===== config.mk =====
export PLATFORM = sky130hd
export DESIGN_NAME = mem_port_arbiter
export DESIGN_NICKNAME = d
export VERILOG_FILES = /design/src/rtl/mem_port_arbiter.sv
export SDC_FILE = /design/constraint.sdc
export NUM_CORES = 1
export LEC_CHECK = 0
export CAP_MARGIN = 20
export CELL_PAD_IN_SITES_DETAIL_PLACEMENT = 1
export CELL_PAD_IN_SITES_GLOBAL_PLACEMENT = 1
export CORE_UTILIZATION = 32
export CTS_BUF_LIST = sky130_fd_sc_hd__clkbuf_8
export DETAILED_ROUTE_END_ITERATION = 8
export PLACE_DENSITY = 0.88
export REMOVE_ABC_BUFFERS = 1
export SYNTH_ARGS = -nofsm -noshare
export SYNTH_HDL_FRONTEND = slang
export SYNTH_SLANG_ARGS = --single-unit

===== constraint.sdc =====
create_clock -name clk -period 2.4 [get_ports clk]
set_input_delay 0.24 -clock clk [delete_from_list [all_inputs] [get_ports clk]]
set_output_delay 0.24 -clock clk [all_outputs]
set_load 0.005 [all_outputs]

===== src/rtl/mem_port_arbiter.sv =====
// -----------------------------------------------------------------------------
// mem_port_arbiter
//
// Shares one single-ported unified memory between the instruction-fetch (IF)
// port and the data (MEM-stage) port of the pipeline. Data accesses win by
// default. A starvation counter forces an IF grant after STARVE_LIM
// consecutive IF losses. A watchdog aborts a memory access that never
// completes, and it raises a sticky bus_err instead of deadlocking the
// pipeline.
//
// Ports
//   clk        system clock, rising edge
//   rst        asynchronous active-low reset
//   if_req     fetch request, held with stable if_addr until if_ack
//   if_addr    fetch address
//   if_rdata   fetched word, valid while if_ack=1
//   if_ack     one-cycle fetch completion pulse
//   d_req_rd   data read request
//   d_req_wr   data write request (wins when both rd and wr are high)
//   d_addr     data address
//   d_wdata    data write data
//   d_rdata    data read data, valid while d_ack=1
//   d_ack      one-cycle data completion pulse
//   stall_if   fetch port is waiting (combinational)
//   stall_mem  data port is waiting (combinational)
//   mem_req    registered memory access strobe
//   mem_we     registered memory write enable
//   mem_addr   registered memory address
//   mem_wdata  registered memory write data
//   mem_rdata  memory read data, sampled when mem_ready=1
//   mem_ready  memory completion, may be high in the first mem_req cycle
//   bus_err    sticky memory timeout flag, cleared only by reset
// -----------------------------------------------------------------------------
module mem_port_arbiter #(
   parameter int unsigned ADDR_W     = 32,
   parameter int unsigned DATA_W     = 32,
   parameter int unsigned STARVE_LIM = 4,
   parameter int unsigned TIMEOUT    = 15
) (
   input  logic              clk,
   input  logic              rst,
   input  logic              if_req,
   input  logic [ADDR_W-1:0] if_addr,
   output logic [DATA_W-1:0] if_rdata,
   output logic              if_ack,
   input  logic              d_req_rd,
   input  logic              d_req_wr,
   input  logic [ADDR_W-1:0] d_addr,
   input  logic [DATA_W-1:0] d_wdata,
   output logic [DATA_W-1:0] d_rdata,
   output logic              d_ack,
   output logic              stall_if,
   output logic              stall_mem,
   output logic              mem_req,
   output logic              mem_we,
   output logic [ADDR_W-1:0] mem_addr,
   output logic [DATA_W-1:0] mem_wdata,
   input  logic [DATA_W-1:0] mem_rdata,
   input  logic              mem_ready,
   output logic              bus_err
);

   typedef enum logic [1:0] {
      IDLE,
      BUSY_IF,
      BUSY_D,
      RESP
   } state_t;

   localparam logic [3:0] StarveLim = 4'(STARVE_LIM);
   localparam logic [7:0] Timeout   = 8'(TIMEOUT);

   state_t            state_q, state_d;
   logic [3:0]        starveCnt_q, starveCnt_d;
   logic [7:0]        wdogCnt_q, wdogCnt_d;
   logic              gntD_q, gntD_d;
   logic              memReq_q, memReq_d;
   logic              memWe_q, memWe_d;
   logic [ADDR_W-1:0] memAddr_q, memAddr_d;
   logic [DATA_W-1:0] memWdata_q, memWdata_d;
   logic [DATA_W-1:0] ifRdata_q, ifRdata_d;
   logic [DATA_W-1:0] dRdata_q, dRdata_d;
   logic              busErr_q, busErr_d;

   logic              dReq;
   logic              forceIf;
   logic [7:0]        wdogInc;

   // State register. Reset drops mem_req at once, even mid-transaction.
   always_ff @(posedge clk or negedge rst) begin
      if (!rst) begin
         state_q     <= IDLE;
         starveCnt_q <= '0;
         wdogCnt_q   <= '0;
         gntD_q      <= 1'b0;
         memReq_q    <= 1'b0;
         memWe_q     <= 1'b0;
         memAddr_q   <= '0;
         memWdata_q  <= '0;
         ifRdata_q   <= '0;
         dRdata_q    <= '0;
         busErr_q    <= 1'b0;
      end else begin
         state_q     <= state_d;
         starveCnt_q <= starveCnt_d;
         wdogCnt_q   <= wdogCnt_d;
         gntD_q      <= gntD_d;
         memReq_q    <= memReq_d;
         memWe_q     <= memWe_d;
         memAddr_q   <= memAddr_d;
         memWdata_q  <= memWdata_d;
         ifRdata_q   <= ifRdata_d;
         dRdata_q    <= dRdata_d;
         busErr_q    <= busErr_d;
      end
   end

   // Arbitration, memory handshake and watchdog. Everything holds its value
   // unless a transition below changes it.
   always_comb begin
      state_d     = state_q;
      starveCnt_d = starveCnt_q;
      wdogCnt_d   = wdogCnt_q;
      gntD_d      = gntD_q;
      memReq_d    = memReq_q;
      memWe_d     = memWe_q;
      memAddr_d   = memAddr_q;
      memWdata_d  = memWdata_q;
      ifRdata_d   = ifRdata_q;
      dRdata_d    = dRdata_q;
      busErr_d    = busErr_q;

      dReq    = d_req_rd | d_req_wr;
      forceIf = if_req && (starveCnt_q == StarveLim);
      wdogInc = wdogCnt_q + 8'd1;

      case (state_q)
         IDLE: begin
            wdogCnt_d = '0;
            if (forceIf || (if_req && !dReq)) begin
               state_d     = BUSY_IF;
               gntD_d      = 1'b0;
               memReq_d    = 1'b1;
               memWe_d     = 1'b0;
               memAddr_d   = if_addr;
               memWdata_d  = '0;
               starveCnt_d = '0;
            end else if (dReq) begin
               state_d    = BUSY_D;
               gntD_d     = 1'b1;
               memReq_d   = 1'b1;
               memWe_d    = d_req_wr;
               memAddr_d  = d_addr;
               memWdata_d = d_wdata;
               // Only a loss by a waiting fetch counts toward starvation.
               if (if_req && (starveCnt_q != StarveLim)) begin
                  starveCnt_d = starveCnt_q + 4'd1;
               end
            end
         end

         BUSY_IF, BUSY_D: begin
            wdogCnt_d = wdogInc;
            if (mem_ready) begin
               memReq_d = 1'b0;
               memWe_d  = 1'b0;
               state_d  = RESP;
               if (state_q == BUSY_IF) begin
                  ifRdata_d = mem_rdata;
               end else begin
                  dRdata_d = memWe_q ? '0 : mem_rdata;
               end
            end else if (wdogInc == Timeout) begin
               // Hung memory: abort, flag it, and hand back zero data.
               memReq_d = 1'b0;
               memWe_d  = 1'b0;
               busErr_d = 1'b1;
               state_d  = RESP;
               if (state_q == BUSY_IF) begin
                  ifRdata_d = '0;
               end else begin
                  dRdata_d = '0;
               end
            end
         end

         RESP: begin
            state_d = IDLE;
         end

         default: begin
            state_d = IDLE;
         end
      endcase
   end

   assign if_ack    = (state_q == RESP) && !gntD_q;
   assign d_ack     = (state_q == RESP) && gntD_q;
   assign stall_if  = if_req & ~if_ack;
   assign stall_mem = (d_req_rd | d_req_wr) & ~d_ack;

   assign mem_req   = memReq_q;
   assign mem_we    = memWe_q;
   assign mem_addr  = memAddr_q;
   assign mem_wdata = memWdata_q;
   assign if_rdata  = ifRdata_q;
   assign d_rdata   = dRdata_q;
   assign bus_err   = busErr_q;

endmodule


==> flow_summary.json, run 1 <==
{
  "status": "completed",
  "worstReg2RegStart": "wdogCnt_q[0]",
  "ys_ff_latch": 146,
  "drt-initial-drc-count": 174,
  "fill_cells": 1970,
  "wl_per_cell_um": 17.8,
  "setup_viol": 0,
  "antenna_cells": 0,
  "drc": 0,
  "yosysWarningCount": 0,
  "clkTransAtPathRegs_ns": 0.08,
  "cts_tree": "built",
  "ff2ff_setup_slack_ns": 0.12,
  "multi_input_area_um2": 2260,
  "clkLatencyLatePin_ns": 0.44,
  "syn_inst": 556,
  "finalNetCount": 969,
  "root_buffer": "clkbuf_8",
  "hold_viol": 0,
  "grt_pass1_wl_um": 29900,
  "ys_types": 41,
  "via_per_inst": 4.99,
  "port_buffers": 268,
  "p_leak_uw": 0.00450,
  "synth-async-reset-ratio_pct": 100,
  "endpoint_kind": "register",
  "dr_total_vias": 5361,
  "synthToLayoutAreaGrowth_pct": 57.8,
  "finalCritPeriodShare_pct": 95.0,
  "setup_slack_ns": 0.121,
  "maxCapViolations": 0,
  "maxSlewViolCount": 0,
  "coreArea_um2": 18800,
  "seq_area_um2": 3660,
  "start_util_pct": 32.7,
  "critPathMaxFanout": 16,
  "worst_slew_pin_slew_ns": 0.515,
  "drive_gt1_share_pct": 8.57,
  "dp_slack_ns": 0.0391,
  "tns_ns": 0,
  "r2r_cells": 8,
  "clock-skew-final_ns": 0.0171,
  "synth.most_common_cell": "dfrtp_1",
  "first_pass_iters": 6,
  "seq_area_frac_synth_pct": 59.6,
  "grt_overflow": 0,
  "htreeDepth": 4,
  "p_per_area_nw_per_um2": 1200,
  "io_pins": 269,
  "track_usage_pct": 19.5,
  "yosys-top-cells-area": "dfrtp_1, a22o_1, nand2_1",
  "cp-start-kind": "register",
  "fin_util_pct": 51.6,
  "critPathKind": "reg2reg",
  "maxSlewHeadroom_pct": 65.5,
  "place.gp.congestion": 0.782,
  "rsz0062_at_grt": "no",
  "grt_max_degree": 54,
  "num_rows": 50,
  "netlist.top_cell.by_area": "dfrtp_1",
  "peakVddDrop_v": 0.000422,
  "cts_buffers": 17,
  "period_needed_ns": 2.28,
  "hpwl_um": 13800,
  "fmax_ghz": 0.439,
  "syn_area_um2": 6130,
  "hold_path_class": "in2async",
  "die_area_um2": 19700,
  "avgSynthCellArea_um2": 11.0,
  "cp.arrival_ns": 2.61,
  "synth-edff-count": 0,
  "dieWidth_um": 140,
  "ant_nets": 0,
  "postRouteWirelength_um": 19200,
  "clockBufferDepth": 2,
  "synth.top_cell.area_share_pct": 59.6,
  "worstPathRequired_ns": 2.73,
  "die_y_um": 140,
  "first_global_vias": 5590,
  "grt_antenna_before_repair": 0,
  "reg2reg_to": "if_rdata[11]",
  "synthTopCellsByCount": "dfrtp_1, nand2_1, o21ai_0",
  "clock-sinks": 146,
  "synth_top_flop_cell": "dfrtp_1"
}
==> state kept, by name, indices dropped and copies added (netlist names) <==
register / count
starveCnt_q: 4
gntD_q: 1
mem_wdata: 32
mem_we: 1
mem_req: 1
if_rdata: 32
bus_err: 1
wdogCnt_q: 8
d_rdata: 32
mem_addr: 32
state_q: 2
==> power by group <==
part | switching (uW) | internal (uW) | leakage (uW) | total [uW]
Sequential | 708 | 3560 | 0.00183 | 4270
Clock | 1010 | 1040 | 0.000203 | 2060
Combinational | 2180 | 3100 | 0.00246 | 5280
==> placed cells by master (no fill, tap or decap), drive strengths merged, types with 6 or more instances in the layout <==
cell type,Yosys,routed
nand3,6,6
clkdlybuf4s50,0,267
ha,7,7
nor2,15,15
buf,11,24
dfrtp,146,146
clkbuf,30,19
mux2i,36,36
o21ai,82,82
nand2,110,110
inv,11,17
a22o,65,65
==> stage by stage <==
stage,cell area (um2),power (uW),hold slack [ns],cells
6_report,9680,11600,0.298,1074
5_1_grt,9680,12400,0.307,1074
4_1_cts,9600,11700,0.279,1070
3_5_place_dp,9180,9540,0.197,1038
3_3_place_gp,9180,9260,0.188,1038
2_1_floorplan,5920,6140,-0.0556,515
==> cell families after synthesis <==
group | after synthesis | share of synthesized area, %
DFF | 146 | 59.6
muxes | 37 | 6.06
and+or+nand+nor | 149 | 10.1
adders and majority gates | 7 | 1.43
AOI/OAI and AO/OA | 163 | 18.4
buffers and inverters | 52 | 4.10
xor gates and xnor gates | 2 | 0.286
==> per-layer routing <==
metal | global-route usage [%] | wire length, um | up-vias
met2 | 33.4 | 9700 | 214
met5 | 0 | 0 | -
met3 | 5.95 | 1400 | 19
met4 | 7.00 | 267 | 0
li1 | - | - | 2487
met1 | 23.1 | 7780 | 2641
==> worst max-delay path by stage <==
stage,startpoint,slack [ns],end
floorplan,d_req_wr,-5.00,state_q[0]
global placement,wdogCnt_q[0],0.10,state_q[1]
detailed placement,wdogCnt_q[0],0.04,state_q[1]
CTS,wdogCnt_q[0],0.03,state_q[1]
global route,wdogCnt_q[0],0.02,if_rdata[18]
finish,wdogCnt_q[0],0.12,if_rdata[11]
==> timing repair <==
action | in CTS | in global routing
endpoints found under the hold margin | 44 | 0
hold buffers | 1 | 0
setup endpoints to repair | 0 | 55
gates resized for setup | 0 | 7
buffers inserted | 0 | 2
==> critical path, stage by stage, from the launching register on <==
cell	delay, ns
dfrtp_2	0.45
inv_2	0.06
ha_2	0.17
nand2_1	0.05
or4_4	0.43
a221oi_4	0.42
o211ai_4	0.19
clkbuf_16	0.22
a22o_1	0.19
==> cell type report <==
type | instances | share of cell area (%)
Tap cell | 234 | 3.02
Clock buffer | 17 | 2.42
Sequential cell | 146 | 37.8
Timing Repair Buffer | 294 | 31.2
Multi-Input combinational cell | 358 | 23.3
Clock inverter | 14 | 1.86
Inverter | 11 | 0.427
Note: power is estimated with default switching activity, not from simulation.
==> run 2, diff against run 1 <==
Settings changed: SKIP_CTS_REPAIR_TIMING from default to 1, SKIP_LAST_GASP from default to 1.
==> flow_summary.json, run 2 (same netlist as run 1, synthesis figures left out) <==
{
  "status": "completed",
  "cp-start-kind": "register",
  "final_cells": 1074,
  "hpwl_um": 13800,
  "endpoint_kind": "register",
  "maxSlewHeadroom_pct": 65.5,
  "hold_ws_ns": 0.299,
  "worstReg2RegStart": "wdogCnt_q[0]",
  "reg2reg_to": "if_rdata[11]",
  "critPathKind": "reg2reg",
  "drive_gt1_share_pct": 8.57,
  "p_per_area_nw_per_um2": 1200,
  "coreArea_um2": 18800,
  "wl_per_cell_um": 17.8,
  "via_per_inst": 5.00,
  "port_buffers": 268,
  "clock-sinks": 146,
  "cts_tree": "built",
  "slowest_delay_ns": 0.45,
  "drc": 0,
  "worstPathRequired_ns": 2.73,
  "io_pins": 269,
  "rsz0062_at_grt": "no",
  "tns_ns": 0,
  "use_met2_pct": 33.3,
  "total_power_uw": 11600,
  "dieWidth_um": 140,
  "use_met1_pct": 23.1,
  "grt_overflow": 0,
  "htreeDepth": 4,
  "crit_chain": "inv_2 -> ha_2 -> nand2_1 -> or4_4 -> a221oi_4 -> o211ai_4 -> clkbuf_16 -> a22o_1",
  "fill_cells": 1970,
  "synthToLayoutAreaGrowth_pct": 57.8,
  "final_common_cell": "clkdlybuf4s50_1",
  "finalNetCount": 969,
  "place.gp.congestion": 0.782,
  "track_usage_pct": 19.5,
  "clkTransAtPathRegs_ns": 0.08,
  "finalCritPeriodShare_pct": 95.2,
  "hold_path_class": "in2async",
  "ff2ff_setup_slack_ns": 0.12,
  "cts_buffers": 17,
  "grt_pass1_wl_um": 29900,
  "clockBufferDepth": 2,
  "start_util_pct": 32.7,
  "grt_use_met3_pct": 5.95,
  "worst_slew_pin_slew_ns": 0.515,
  "setup_viol": 0,
  "maxSlewViolCount": 0,
  "seq_area_um2": 3660,
  "fin_util_pct": 51.6,
  "first_global_vias": 5576,
  "critPathMaxFanout": 16,
  "ant_nets": 0,
  "clock-skew-final_ns": 0.0168,
  "die_y_um": 140,
  "period_needed_ns": 2.28,
  "antenna_cells": 0,
  "r2r_cells": 8,
  "grt_max_degree": 54,
  "drt-initial-drc-count": 167,
  "fmax_ghz": 0.438,
  "gr-max-usage-layer": "met2",
  "postRouteWirelength_um": 19200,
  "root_buffer": "clkbuf_8",
  "clkLatencyLatePin_ns": 0.44,
  "num_rows": 50,
  "hold_viol": 0,
  "die_area_um2": 19700,
  "multi_input_area_um2": 2260,
  "post-place-cells": 1038,
  "peakVddDrop_v": 0.000423,
  "grt_antenna_before_repair": 0,
  "p_leak_uw": 0.00450,
  "cp.arrival_ns": 2.61,
  "maxCapViolations": 0,
  "dr_total_vias": 5371,
  "first_pass_iters": 6,
  "final_cell_mix": "clkdlybuf4s50_1, dfrtp_1, nand2_1",
  "slowest_stage": "dfrtp_2"
}
==> run 2: routing by layer <==
metal  wire, um  vias up
met2       9650      219
met3       1420       20
met4        286        0
met1       7820     2645
met5          0        -
li1           -     2487
==> run 2: worst max-delay path: cells and delay by family (launching register included) <==
family                     cells  cell delay (ns)
AOI/OAI and AO/OA              3             0.80
buffers and inverters          2             0.28
adders and majority gates      1             0.17
DFF                            1             0.45
and+or+nand+nor                2             0.48
==> run 2: through the flow <==
stage | setup slack, ns | area, um2
after floorplan | -5.00 | 5920
after global placement | 0.100 | 9180
after detailed placement | 0.0391 | 9180
after CTS | 0.0308 | 9590
after global routing | 0.0189 | 9680
final | 0.116 | 9680
==> run 2: report_power, final <==
part	internal, uW	switching, uW
combinational	3100	2180
clock	1040	1020
sequential	3560	707
total	7710	3900
==> run 2: worst max-delay path by stage <==
stage | from | endpoint | slack (ns) | cells after the start
after CTS | wdogCnt_q[0] | state_q[1] | 0.03 | 7
after global routing | wdogCnt_q[0] | if_rdata[18] | 0.02 | 8
after floorplan | d_req_wr | state_q[0] | -5.00 | 5
after detailed placement | wdogCnt_q[0] | state_q[1] | 0.04 | 7
after global placement | wdogCnt_q[0] | state_q[1] | 0.10 | 7
final | wdogCnt_q[0] | if_rdata[11] | 0.12 | 8
==> run 2: layout make-up <==
cell class / count / area share [%]
Tap cell: 234 / 3.02
Multi-Input combinational cell: 358 / 23.3
Clock buffer: 17 / 2.42
Sequential cell: 146 / 37.8
Clock inverter: 14 / 1.86
Timing Repair Buffer: 294 / 31.2
Inverter: 11 / 0.427
==> run 3, diff against run 2 <==
Settings changed: HOLD_SLACK_MARGIN from default to 0.15, PLACE_DENSITY 0.88 to default, PLACE_DENSITY_LB_ADDON from default to 0.3.
==> flow_summary.json, run 3 (same netlist as run 1, synthesis figures left out) <==
{
  "p_leak_uw": 0.00448,
  "cp_top_family": "compound AO/OA/AOI/OAI gates",
  "hold_path_class": "in2async",
  "die_y_um": 140,
  "endpoint_kind": "register",
  "hold_viol": 0,
  "finalCritPeriodShare_pct": 98.9,
  "start_util_pct": 32.7,
  "cts_buffers": 17,
  "grt_overflow": 0,
  "peakVddDrop_v": 0.000493,
  "clkLatencyLatePin_ns": 0.45,
  "postRouteWirelength_um": 19800,
  "reg2reg_to": "if_rdata[15]",
  "critPathMaxFanout": 8,
  "antenna_cells": 0,
  "cp.arrival_ns": 2.71,
  "clock-skew-final_ns": 0.0117,
  "total_power_uw": 11500,
  "drive_gt1_share_pct": 8.57,
  "rsz0062_at_grt": "yes",
  "clockBufferDepth": 2,
  "io_pins": 269,
  "coreArea_um2": 18800,
  "via_per_inst": 5.04,
  "multi_input_area_um2": 2280,
  "worstPathRequired_ns": 2.74,
  "ant_nets": 0,
  "maxCapViolations": 0,
  "r2r_cells": 8,
  "clock-sinks": 146,
  "maxSlewViolCount": 0,
  "critPathMostFrequentCell": "buf_6",
  "port_buffers": 268,
  "maxSlewHeadroom_pct": 59.9,
  "htreeDepth": 4,
  "clkTransAtPathRegs_ns": 0.09,
  "p_per_area_nw_per_um2": 1190,
  "crit_chain": "buf_6 -> nand3_4 -> or4_4 -> a221oi_4 -> buf_6 -> o211ai_4 -> clkbuf_16 -> a22o_1",
  "fmax_ghz": 0.421,
  "fill_cells": 2016,
  "final_cell_mix": "clkdlybuf4s50_1, dfrtp_1, nand2_1",
  "finalNetCount": 968,
  "hpwl_um": 14200,
  "worstReg2RegStart": "wdogCnt_q[0]",
  "dr_total_vias": 5408,
  "synthToLayoutAreaGrowth_pct": 57.5,
  "dieWidth_um": 140,
  "slowest_delay_ns": 0.55,
  "first_global_vias": 5814,
  "setup_viol": 0,
  "ff2ff_setup_slack_ns": 0.03,
  "root_buffer": "clkbuf_8",
  "critPathKind": "reg2reg",
  "drt-initial-drc-count": 172,
  "die_area_um2": 19700,
  "slowest_stage": "or4_4",
  "drc": 0,
  "grt_max_degree": 117,
  "postLayoutCellArea_um2": 9660,
  "num_rows": 50,
  "place.gp.congestion": 0.775,
  "grt_pass1_wl_um": 31000,
  "wl_per_cell_um": 18.4,
  "grt_antenna_before_repair": 0,
  "final_common_cell": "clkdlybuf4s50_1",
  "track_usage_pct": 20.3,
  "fin_util_pct": 51.5,
  "status": "completed",
  "path_buf_inv": 3,
  "seq_area_um2": 3650,
  "period_needed_ns": 2.37,
  "cts_tree": "built",
  "cp-start-kind": "register",
  "worst_slew_pin_slew_ns": 0.601,
  "first_pass_iters": 4,
  "dpl-instance-area_um2": 9110
}
run 3: changes by cell type in the layout (fill, tap and decap cells not counted), moves of 2 or more:
cell     previous run  this run
buf_4              15        13
inv_6               4         6
buf_6               1         5
buf_12              8         5
dfrtp_2             3         1
dfrtp_1           143       145
run 3: worst max-delay path by stage:
| stage | from | slack [ns] | end | cells past startpoint |
|---|---|---|---|---|
| 4_1_cts | wdogCnt_q[1] | -0.005 | if_rdata[29] | 8 |
| 3_5_place_dp | wdogCnt_q[1] | 0.01 | if_rdata[29] | 8 |
| 2_1_floorplan | d_req_wr | -5.00 | state_q[0] | 5 |
| 6_report | wdogCnt_q[0] | 0.03 | if_rdata[15] | 8 |
| 3_3_place_gp | wdogCnt_q[0] | 0.19 | if_rdata[21] | 9 |
| 5_1_grt | wdogCnt_q[0] | -0.04 | if_rdata[5] | 8 |
run 3: cell type report:
cell class                 count  area share [%]
sequential                   146            37.8
tap                          234            3.03
clock inverter                15            1.77
multi-input combinational    358            23.6
timing repair buffer         293            30.9
clock buffer                  17            2.42
inverter                      11           0.427
run 3: power breakdown:
group / switching, uW / internal [uW]
registers: 714 / 3560
clock network: 1050 / 952
logic: 2200 / 3040
run 3: per-layer routing:
layer / vias up / routed length [um] / GRT usage (%)
met4: 0 / 480 / 8.16
met2: 234 / 9870 / 34.3
met3: 36 / 1700 / 7.86
li1: 2492 / - / -
met1: 2646 / 7730 / 23.2
met5: - / 0 / 0
run 3: worst reg2reg max path: stages, from the launching register on:
cell and delay, ns:
dfrtp_1 0.39, buf_6 0.14, nand3_4 0.07, or4_4 0.55
a221oi_4 0.39, buf_6 0.16, o211ai_4 0.15, clkbuf_16 0.22
a22o_1 0.19
run 3: per-stage QoR:
step                      setup TNS (ns)  setup slack (ns)  hold slack [ns]  std cells
final                                  0            0.0254            0.318       1074
after global routing              -0.762           -0.0425            0.309       1074
after CTS                       -0.00526          -0.00526           -0.271       1067
after detailed placement               0            0.0122            0.238       1035
after global placement                 0             0.188            0.242       1035
after floorplan                  -376.59             -5.00          -0.0556        515
